### src/rtl/uart_tx_arbiter_if.sv
// Handshake bundle between the keyboard decoder, the escape decoder, the UART
// transmitter and the transmit arbiter. The master side is the arbiter, which
// owns the transmitter strobe; the slave side is everything around it.
interface uart_tx_arbiter_if;
  logic [7:0] kbd_data;
  logic       kbd_valid;
  logic       kbd_ready;
  logic       resp_req;
  logic       resp_ack;
  logic [7:0] tx_data;
  logic       tx_start;
  logic       tx_busy;
  logic       kbd_overflow;

  modport master (
    input  kbd_data, kbd_valid, resp_req, tx_busy,
    output kbd_ready, resp_ack, tx_data, tx_start, kbd_overflow
  );

  modport slave (
    output kbd_data, kbd_valid, resp_req, tx_busy,
    input  kbd_ready, resp_ack, tx_data, tx_start, kbd_overflow
  );
endinterface

### src/rtl/uart_tx_arbiter.sv
// Arbitrates the single UART transmitter between buffered keyboard bytes and
// the three-byte VT52 identify answer (ESC / K). The answer has priority and is
// sent atomically; keyboard bytes leave strictly in arrival order.
module uart_tx_arbiter #(
  parameter int FIFO_AW = 3
) (
  input logic               clk50,
  input logic               reset,
  uart_tx_arbiter_if.master bus
);

  localparam int                 DEPTH   = 2 ** FIFO_AW;
  localparam logic [FIFO_AW:0]   CNT_MAX = (FIFO_AW + 1)'(DEPTH);
  localparam logic [FIFO_AW:0]   CNT_ONE = (FIFO_AW + 1)'(1);
  localparam logic [FIFO_AW-1:0] PTR_ONE = FIFO_AW'(1);

  typedef enum logic [1:0] {
    IDLE,
    START,
    WAIT_BUSY,
    WAIT_DONE
  } state_t;

  state_t             state;
  logic [7:0]         mem [DEPTH];
  logic [FIFO_AW-1:0] wr_ptr;
  logic [FIFO_AW-1:0] rd_ptr;
  logic [FIFO_AW:0]   count;
  logic               full;
  logic               empty;
  logic               push;
  logic               pop;
  logic               pending;
  logic               rearm;
  logic [1:0]         ans_idx;
  logic [1:0]         wait_cnt;
  logic [7:0]         ans_byte;
  logic               can_send;
  logic               sel_ans;
  logic               sel_kbd;

  assign full          = (count == CNT_MAX);
  assign empty         = (count == '0);
  // The FIFO refuses bytes while reset is held, so nothing sneaks in.
  assign bus.kbd_ready = ~reset & ~full;
  assign push          = bus.kbd_valid & bus.kbd_ready;

  // Pending stays set for the whole answer, so it alone keeps the sequence
  // atomic against a non-empty FIFO.
  assign can_send = (state == IDLE) & ~bus.tx_busy;
  assign sel_ans  = can_send & pending;
  assign sel_kbd  = can_send & ~pending & ~empty;
  assign pop      = sel_kbd;

  // Answer byte selected by the sequence index.
  always_comb begin
    // NOTE: a default before the case keeps every path assigned, so no latch.
    ans_byte = 8'h4B;
    case (ans_idx)
      2'd0:    ans_byte = 8'h1B;
      2'd1:    ans_byte = 8'h2F;
      default: ans_byte = 8'h4B;
    endcase
  end

  // Keyboard FIFO storage.
  // NOTE: the data array is deliberately not reset; occupancy and pointers
  // decide what is valid, and a reset-free array maps onto plain RAM.
  always_ff @(posedge clk50) begin
    if (push) mem[wr_ptr] <= bus.kbd_data;
  end

  // FIFO pointers, occupancy and the sticky overflow flag.
  always_ff @(posedge clk50) begin
    // NOTE: state registers use non-blocking assignments so every flop sees
    // the pre-edge values of the others, independent of statement order.
    if (reset) begin
      wr_ptr           <= '0;
      rd_ptr           <= '0;
      count            <= '0;
      bus.kbd_overflow <= 1'b0;
    end else begin
      if (push) wr_ptr <= wr_ptr + PTR_ONE;
      if (pop)  rd_ptr <= rd_ptr + PTR_ONE;
      case ({push, pop})
        2'b10:   count <= count + CNT_ONE;
        2'b01:   count <= count - CNT_ONE;
        default: count <= count;
      endcase
      if (bus.kbd_valid && full) bus.kbd_overflow <= 1'b1;
    end
  end

  // Transmit sequencer: request bookkeeping, byte selection and the
  // transmitter handshake, with all outputs registered.
  always_ff @(posedge clk50) begin
    if (reset) begin
      state        <= IDLE;
      bus.tx_start <= 1'b0;
      bus.tx_data  <= 8'h00;
      bus.resp_ack <= 1'b0;
      pending      <= 1'b0;
      rearm        <= 1'b0;
      ans_idx      <= 2'd0;
      wait_cnt     <= 2'd0;
    end else begin
      bus.tx_start <= 1'b0;
      bus.resp_ack <= 1'b0;

      // Requests before byte 0 merge into pending; requests once the answer
      // is on its way collapse into one re-arm that reloads pending when the
      // last byte is selected.
      if (sel_ans && ans_idx == 2'd2) begin
        pending <= rearm | bus.resp_req;
        rearm   <= 1'b0;
      end else if (bus.resp_req) begin
        if (ans_idx != 2'd0) rearm   <= 1'b1;
        else                 pending <= 1'b1;
      end

      case (state)
        IDLE: begin
          if (sel_ans) begin
            bus.tx_data  <= ans_byte;
            bus.tx_start <= 1'b1;
            state        <= START;
            if (ans_idx == 2'd2) begin
              ans_idx      <= 2'd0;
              bus.resp_ack <= 1'b1;
            end else begin
              ans_idx <= ans_idx + 2'd1;
            end
          end else if (sel_kbd) begin
            bus.tx_data  <= mem[rd_ptr];
            bus.tx_start <= 1'b1;
            state        <= START;
          end
        end
        START: begin
          wait_cnt <= 2'd0;
          state    <= WAIT_BUSY;
        end
        WAIT_BUSY: begin
          // A transmitter that never acknowledges must not stall the path.
          if (bus.tx_busy || wait_cnt == 2'd3) state <= WAIT_DONE;
          else                                  wait_cnt <= wait_cnt + 2'd1;
        end
        WAIT_DONE: begin
          if (!bus.tx_busy) state <= IDLE;
        end
        default: state <= IDLE;
      endcase
    end
  end

endmodule
### src/flat_wrapper.sv
// flat-port wrapper written by rule: the top's interface ports become plain ports
module uart_tx_arbiter_flat 
#(
  parameter int FIFO_AW = 3
)
  (clk50, reset, bus_kbd_data, bus_kbd_valid, bus_resp_req, bus_tx_busy, bus_kbd_ready, bus_resp_ack, bus_tx_data, bus_tx_start, bus_kbd_overflow);
  uart_tx_arbiter_if bus_i ();
  input logic clk50;
  input logic reset;
  input wire logic [$bits(bus_i.kbd_data)-1:0] bus_kbd_data;
  input wire logic [$bits(bus_i.kbd_valid)-1:0] bus_kbd_valid;
  input wire logic [$bits(bus_i.resp_req)-1:0] bus_resp_req;
  input wire logic [$bits(bus_i.tx_busy)-1:0] bus_tx_busy;
  output wire logic [$bits(bus_i.kbd_ready)-1:0] bus_kbd_ready;
  output wire logic [$bits(bus_i.resp_ack)-1:0] bus_resp_ack;
  output wire logic [$bits(bus_i.tx_data)-1:0] bus_tx_data;
  output wire logic [$bits(bus_i.tx_start)-1:0] bus_tx_start;
  output wire logic [$bits(bus_i.kbd_overflow)-1:0] bus_kbd_overflow;
  assign bus_i.kbd_data = bus_kbd_data;
  assign bus_i.kbd_valid = bus_kbd_valid;
  assign bus_i.resp_req = bus_resp_req;
  assign bus_i.tx_busy = bus_tx_busy;
  assign bus_kbd_ready = bus_i.kbd_ready;
  assign bus_resp_ack = bus_i.resp_ack;
  assign bus_tx_data = bus_i.tx_data;
  assign bus_tx_start = bus_i.tx_start;
  assign bus_kbd_overflow = bus_i.kbd_overflow;
  uart_tx_arbiter #(.FIFO_AW(FIFO_AW)) u_core (.clk50(clk50), .reset(reset), .bus(bus_i));
endmodule
### config.mk
export PLATFORM = sky130hd
export DESIGN_NAME = uart_tx_arbiter_flat
export DESIGN_NICKNAME = d
export VERILOG_FILES = /design/src/rtl/uart_tx_arbiter_if.sv /design/src/rtl/uart_tx_arbiter.sv /design/src/flat_wrapper.sv
export SDC_FILE = /design/constraint.sdc
export NUM_CORES = 1
export LEC_CHECK = 0
export ABC_AREA = 1
export CORE_MARGIN = 2
export CORE_UTILIZATION = 35
export DETAILED_ROUTE_END_ITERATION = 8
export PLACE_DENSITY = 0.54
export SLEW_MARGIN = 15
export SYNTH_ARGS = -nofsm -noshare
export SYNTH_HDL_FRONTEND = slang
export SYNTH_SLANG_ARGS = --single-unit
### constraint.sdc
create_clock -name clk50 -period 2.5 [get_ports clk50]
set_input_delay 0.25 -clock clk50 [delete_from_list [all_inputs] [get_ports clk50]]
set_output_delay 0.25 -clock clk50 [all_outputs]
set_load 0.005 [all_outputs]
==> impl_metrics.json, run 1 <==
{
  "first_global_vias": 2737,
  "intPower_uw": 2970,
  "areaGrowthSynthToFinish_pct": 17.9,
  "layout_min_cycle_time_ns": 2.27,
  "io_pins": 25,
  "synth-seq-cells": 96,
  "post_cts_buffers": 0,
  "ys_top_cells_by_area": "edfxtp_1 47%, dfxtp_1 16%, nor2_1 6.0%",
  "r2r_start": "u_core.state[0]",
  "power.leakage_uw": 0.00182,
  "start_kind": "register",
  "vias": 2781,
  "postCtsHoldBufs": 0,
  "drtIter0Drc": 180,
  "synth_edf_count": 64,
  "critPathSlowestCell": "dfxtp_1",
  "place_ws_ns": 0.134,
  "synthArstFlopShare_pct": 0,
  "syn_area_sq_um": 4060,
  "synth_cell_type_count": 34,
  "antenna_found_initial": 0,
  "overflow": 0,
  "maxCapViolations": 0,
  "gp_congestion": 0.800,
  "fin_crit_sh_pct": 90.6,
  "dr.pass1.iters": 4,
  "setup_ws_ns": 0.234,
  "cts_tree": "built",
  "grt_start_max_net_pins": 33,
  "hp-class": "register to register",
  "start_util_pct": 35.7,
  "hold_ws_ns": 0.457,
  "crit_type": "register to register",
  "fin_tns_setup_ns": 0,
  "status": "completed",
  "grt_first_pass_wirelength_mm": 14.2,
  "cts_sinks": 96,
  "setup_viol": 0,
  "power_frac_seq_pct": 44.6,
  "fmaxAchievable_ghz": 0.441,
  "die_area_sq_um": 12500,
  "dp_hpwl_mm": 5.70,
  "crit_path_end": "u_core.count[2]",
  "synth_top_area_share_pct": 47.3,
  "synthCells": 388,
  "switching_share_pct": 30.5,
  "clkPwrFrac_pct": 31.2,
  "seq_area_frac_synth_pct": 63.1,
  "p_switching_uw": 1300,
  "combPwrFrac_pct": 24.1,
  "routedWlPerCell_microns": 15.2,
  "synth_fp_nets": 412,
  "vdd_ir_drop_max_v": 0.000369,
  "crit_path_end_kind": "register",
  "fin_util_pct": 42.1,
  "ys.warnings.count": 0,
  "ant_nets": 0,
  "crit_start": "u_core.state[0]",
  "crit_path_max_fanout": 6,
  "drive_above_1_share_pct": 11.6,
  "max-slew-margin-rel_pct": 64.5,
  "hold_viol": 0,
  "power_uw": 4280,
  "fp.dieW_microns": 112,
  "r2r_slack_ns": 0.23,
  "p_per_area_nw_per_um2": 893,
  "r2r-end": "u_core.count[2]",
  "h-tree-depth": 3,
  "track_usage_pct": 14.9,
  "coreArea_sq_um": 11400,
  "finalWirelength_mm": 8.70,
  "synth_flop_cell": "edfxtp_1",
  "rsz0062_at_grt": "false",
  "tightest_slew_ns": 0.532,
  "vias_per_cell": 4.85,
  "synth.most_common_cell": "nor2_1",
  "critPathMaxStageDelay_ns": 0.34,
  "synth_top_area_cell": "edfxtp_1",
  "route.detailed.drc": 0,
  "chipHeight_microns": 112,
  "cts_buffers": 9,
  "cp.arrival_ns": 2.50,
  "cts_resized": 0,
  "num_rows": 39,
  "clk_latency_ns": 0.34,
  "clock_skew_ns": 0.00867,
  "synth_top_cells_by_count": "65 x nor2_1, 64 x edfxtp_1, 47 x nand2_1",
  "worstPathCellList": "inv_1, ha_1, nand2_1, nor2_2, nand2_4, inv_2, ha_1, nand2_1, inv_1, nor2_2, ha_1, a21oi_1, xnor2_1, o21ai_0, inv_1",
  "cts_buffer_depth": 2,
  "clock_tree.root_cell": "clkbuf_16",
  "critPathRequiredTime_ns": 2.74,
  "io_buffer_count": 24,
  "syn_avg_cell_area_sq_um": 10.5,
  "slew_violations": 0,
  "worstRegToRegCells": 15,
  "path_clk_slew_ns": 0.07,
  "nNetsFinal": 449,
  "n_antenna_cell": 0
}
## how the worst min path moves through the flow
stage | cells after the start | slack, ns | end | from
after floorplan | 1 | 0.33 | u_core.ans_idx[1] | reset
after global placement | 2 | 0.44 | u_core.bus.kbd_overflow | u_core.bus.kbd_overflow
after detailed placement | 2 | 0.45 | u_core.bus.kbd_overflow | u_core.bus.kbd_overflow
after CTS | 2 | 0.47 | u_core.bus.kbd_overflow | u_core.bus.kbd_overflow
after global routing | 2 | 0.47 | u_core.bus.kbd_overflow | u_core.bus.kbd_overflow
final | 2 | 0.46 | u_core.bus.kbd_overflow | u_core.bus.kbd_overflow
## per-stage QoR
stage	instance area, sq um	instances
final	4790	573
after global routing	4790	573
after CTS	4790	573
after detailed placement	4490	557
after global placement	4490	557
after floorplan	4060	388
## final cells by class
cell class                      count  area [sq um]
Multi-Input combinational cell    247          1270
Fill cell                        1073          6580
Clock buffer                       12           268
Sequential cell                    96          2560
Tap cell                          143           179
Timing Repair Buffer               39           353
Clock inverter                      4          27.5
Inverter                           32           128
## cell families (layout without fill, tap and decap cells)
family | count (synthesis) | after routing | share of synthesized area, %
AOI/OAI and AO/OA | 56 | 56 | 7.58
xor gates and xnor gates | 2 | 2 | 0.431
adders and majority gates | 11 | 11 | 3.39
buffers and inverters | 45 | 87 | 5.58
DFF | 96 | 96 | 63.1
and+or+nand+nor | 178 | 178 | 19.9
## critical path: cells and delay by family, from the launching register on
kind / cells / cell delay, ns
buffers and inverters: 4 / 0.34
DFF: 1 / 0.34
adders and majority gates: 3 / 0.65
xor gates and xnor gates: 1 / 0.09
AOI/OAI and AO/OA: 2 / 0.30
and+or+nand+nor: 5 / 0.46
## cell usage in the layout, fill, tap and decap left out, drive strengths merged, types with 7 or more instances in the layout
master         netlist  layout
a21oi               18      18
buf                 10      15
clkbuf               3      12
clkdlybuf4s50        0      24
dfxtp               32      32
edfxtp              64      64
ha                  11      11
inv                 32      32
nand2               51      51
nand3               46      46
nor2                70      70
nor3                 7       7
o21ai               33      33
## metal layers
layer | vias up | routed length (microns) | share of wire, % | global-route usage, %
met5 | - | 0 | 0 | 0
met4 | 0 | 142 | 1.6 | 6.01
met3 | 15 | 294 | 3.4 | 2.99
met2 | 46 | 4260 | 49 | 24.8
met1 | 1311 | 4000 | 46 | 19.1
li1 | 1409 | - | - | -
## flip-flops by register name (all words and copies together) (netlist names), named ones only
name                     cells
u_core.mem                  64
u_core.bus.tx_data           8
u_core.count                 4
u_core.rd_ptr                3
u_core.wr_ptr                3
u_core.ans_idx               2
u_core.state                 2
u_core.wait_cnt              2
u_core.bus.kbd_overflow      1
u_core.bus.resp_ack          1
u_core.bus.tx_start          1
u_core.pending               1
u_core.rearm                 1
## power groups by stage
stage	logic (uW)	clock network (uW)	registers [uW]
after detailed placement	1040	0	1940
final	1030	1340	1910
after global placement	1030	0	1940
after CTS	1050	1370	1910
after global routing	1180	1430	1920
after floorplan	759	0	1920
(Power assumes the default switching activity.)
==> run 2: changes to the inputs <==
- CORE_MARGIN: 2 -> 5
==> impl_metrics.json, run 2 (synthesized netlist as in run 1, its figures left out) <==
{
  "status": "completed",
  "antenna_found_initial": 0,
  "fp.dieW_microns": 118,
  "power.leakage_uw": 0.00185,
  "setup_viol": 0,
  "cp.arrival_ns": 2.47,
  "die_area_sq_um": 13900,
  "cts_sinks": 96,
  "maxCapViolations": 0,
  "p_per_area_nw_per_um2": 911,
  "crit_path_max_fanout": 6,
  "slew_violations": 0,
  "tightest_slew_ns": 0.528,
  "power_uw": 4390,
  "gp_congestion": 0.818,
  "crit_start": "u_core.state[0]",
  "io_pins": 25,
  "num_rows": 39,
  "crit_path_end_kind": "register",
  "start_kind": "register",
  "hold_ws_ns": 0.457,
  "layout.cells.most_common_list": "65 x nor2_1, 64 x edfxtp_1, 47 x nand2_1",
  "critPathSlowestCell": "dfxtp_1",
  "critPathMaxStageDelay_ns": 0.33,
  "r2r_start": "u_core.state[0]",
  "hp-class": "register to register",
  "hold_viol": 0,
  "regMostFlops": "u_core.mem",
  "vdd_ir_drop_max_v": 0.000402,
  "routedWlPerCell_microns": 15.3,
  "top_regs": "u_core.mem (64), u_core.bus.tx_data (8), u_core.count (4)",
  "fin_tns_setup_ns": 0,
  "route.detailed.drc": 0,
  "crit_type": "register to register",
  "cts_resized": 0,
  "largest_reg_flops": 64,
  "io_buffer_count": 24,
  "postCtsHoldBufs": 0,
  "vias_per_cell": 4.83,
  "h-tree-depth": 3,
  "cts_buffer_depth": 2,
  "dr.pass1.iters": 5,
  "layout_commonest_cell": "nor2_1",
  "n_antenna_cell": 0,
  "ant_nets": 0,
  "drive_above_1_share_pct": 12.0,
  "drtIter0Drc": 217,
  "nNetsFinal": 451,
  "cts_buffers": 9,
  "coreArea_sq_um": 11400,
  "overflow": 0,
  "cts_tree": "built",
  "hold_start": "u_core.bus.kbd_overflow",
  "start_util_pct": 35.6,
  "rsz0062_at_grt": "false",
  "critPathMostFrequentCell": "inv_1",
  "layout_min_cycle_time_ns": 2.24,
  "vias": 2779,
  "finalWirelength_mm": 8.82,
  "fin_crit_sh_pct": 89.4,
  "grt_start_max_net_pins": 33,
  "grt_first_pass_wirelength_mm": 14.9,
  "fmaxAchievable_ghz": 0.447,
  "first_global_vias": 2904,
  "max-slew-margin-rel_pct": 64.8,
  "fin_util_pct": 42.3,
  "clock_skew_ns": 0.00716,
  "clock_tree.root_cell": "clkbuf_16",
  "clk_latency_ns": 0.34,
  "dp_hpwl_mm": 6.04,
  "path_clk_slew_ns": 0.06,
  "chipHeight_microns": 118,
  "post_cts_buffers": 0,
  "worstPathCellList": "inv_1, ha_2, nand2_1, nor2_2, nand2_4, inv_2, ha_1, nand2_1, inv_1, nor2_2, ha_1, a21oi_1, xnor2_1, o21ai_0, inv_1",
  "areaGrowthSynthToFinish_pct": 18.8,
  "critPathRequiredTime_ns": 2.74,
  "track_usage_pct": 13.5
}
## run 2: changes by cell type in the layout (fill, tap and decap cells not counted)
| cell | change |
|---|---|
| clkbuf_16 | -1 |
| clkbuf_8 | -1 |
| clkinv_4 | +1 |
| ha_1 | -1 |
| buf_4 | +2 |
| ha_2 | +1 |
| clkinvlp_4 | -2 |
| bufinv_16 | +2 |
| clkbuf_1 | +1 |
## run 2: worst paths after layout
path	slack [ns]	cells past startpoint	end
min	0.46	2	u_core.bus.kbd_overflow
max reg2reg	0.26	15	u_core.count[2]
min reg2reg	0.46	2	u_core.bus.kbd_overflow
max	0.26	15	u_core.count[2]
## run 2: layer usage
metal,global-route usage [%],share of wire (%),up-vias
met4,3.44,1.1,0
met3,3.84,4.1,8
met2,23.5,50,38
li1,-,-,1407
met5,0,0,-
met1,16.5,45,1326
## run 2: through the flow
step | cell area, sq um | setup WS [ns] | cells
2_1_floorplan | 4060 | 0.396 | 388
3_3_place_gp | 4510 | 0.211 | 559
3_5_place_dp | 4510 | 0.159 | 559
4_1_cts | 4820 | 0.237 | 575
5_1_grt | 4830 | 0.00852 | 575
6_report | 4830 | 0.264 | 575
## run 2: critical path, delay by kind of cell (launching register included)
kind	cells	cell delay, ns
xor+xnor	1	0.09
fa+ha+maj	3	0.62
flops	1	0.33
compound gates	2	0.32
simple gates	5	0.45
buf+inv	4	0.33
## run 2: area by class of cell
class / count / area (sq um)
sequential: 96 / 2560
inverter: 32 / 128
tap: 143 / 179
multi-input combinational: 247 / 1270
timing repair buffer: 41 / 368
clock inverter: 5 / 81.3
clock buffer: 11 / 233
fill: 1107 / 6590
## run 2: power by group
part | total [uW] | switching [uW] | internal, uW
clock network | 1440 | 567 | 877
registers | 1910 | 92.4 | 1810
logic | 1040 | 640 | 404
total | 4390 | 1300 | 3100
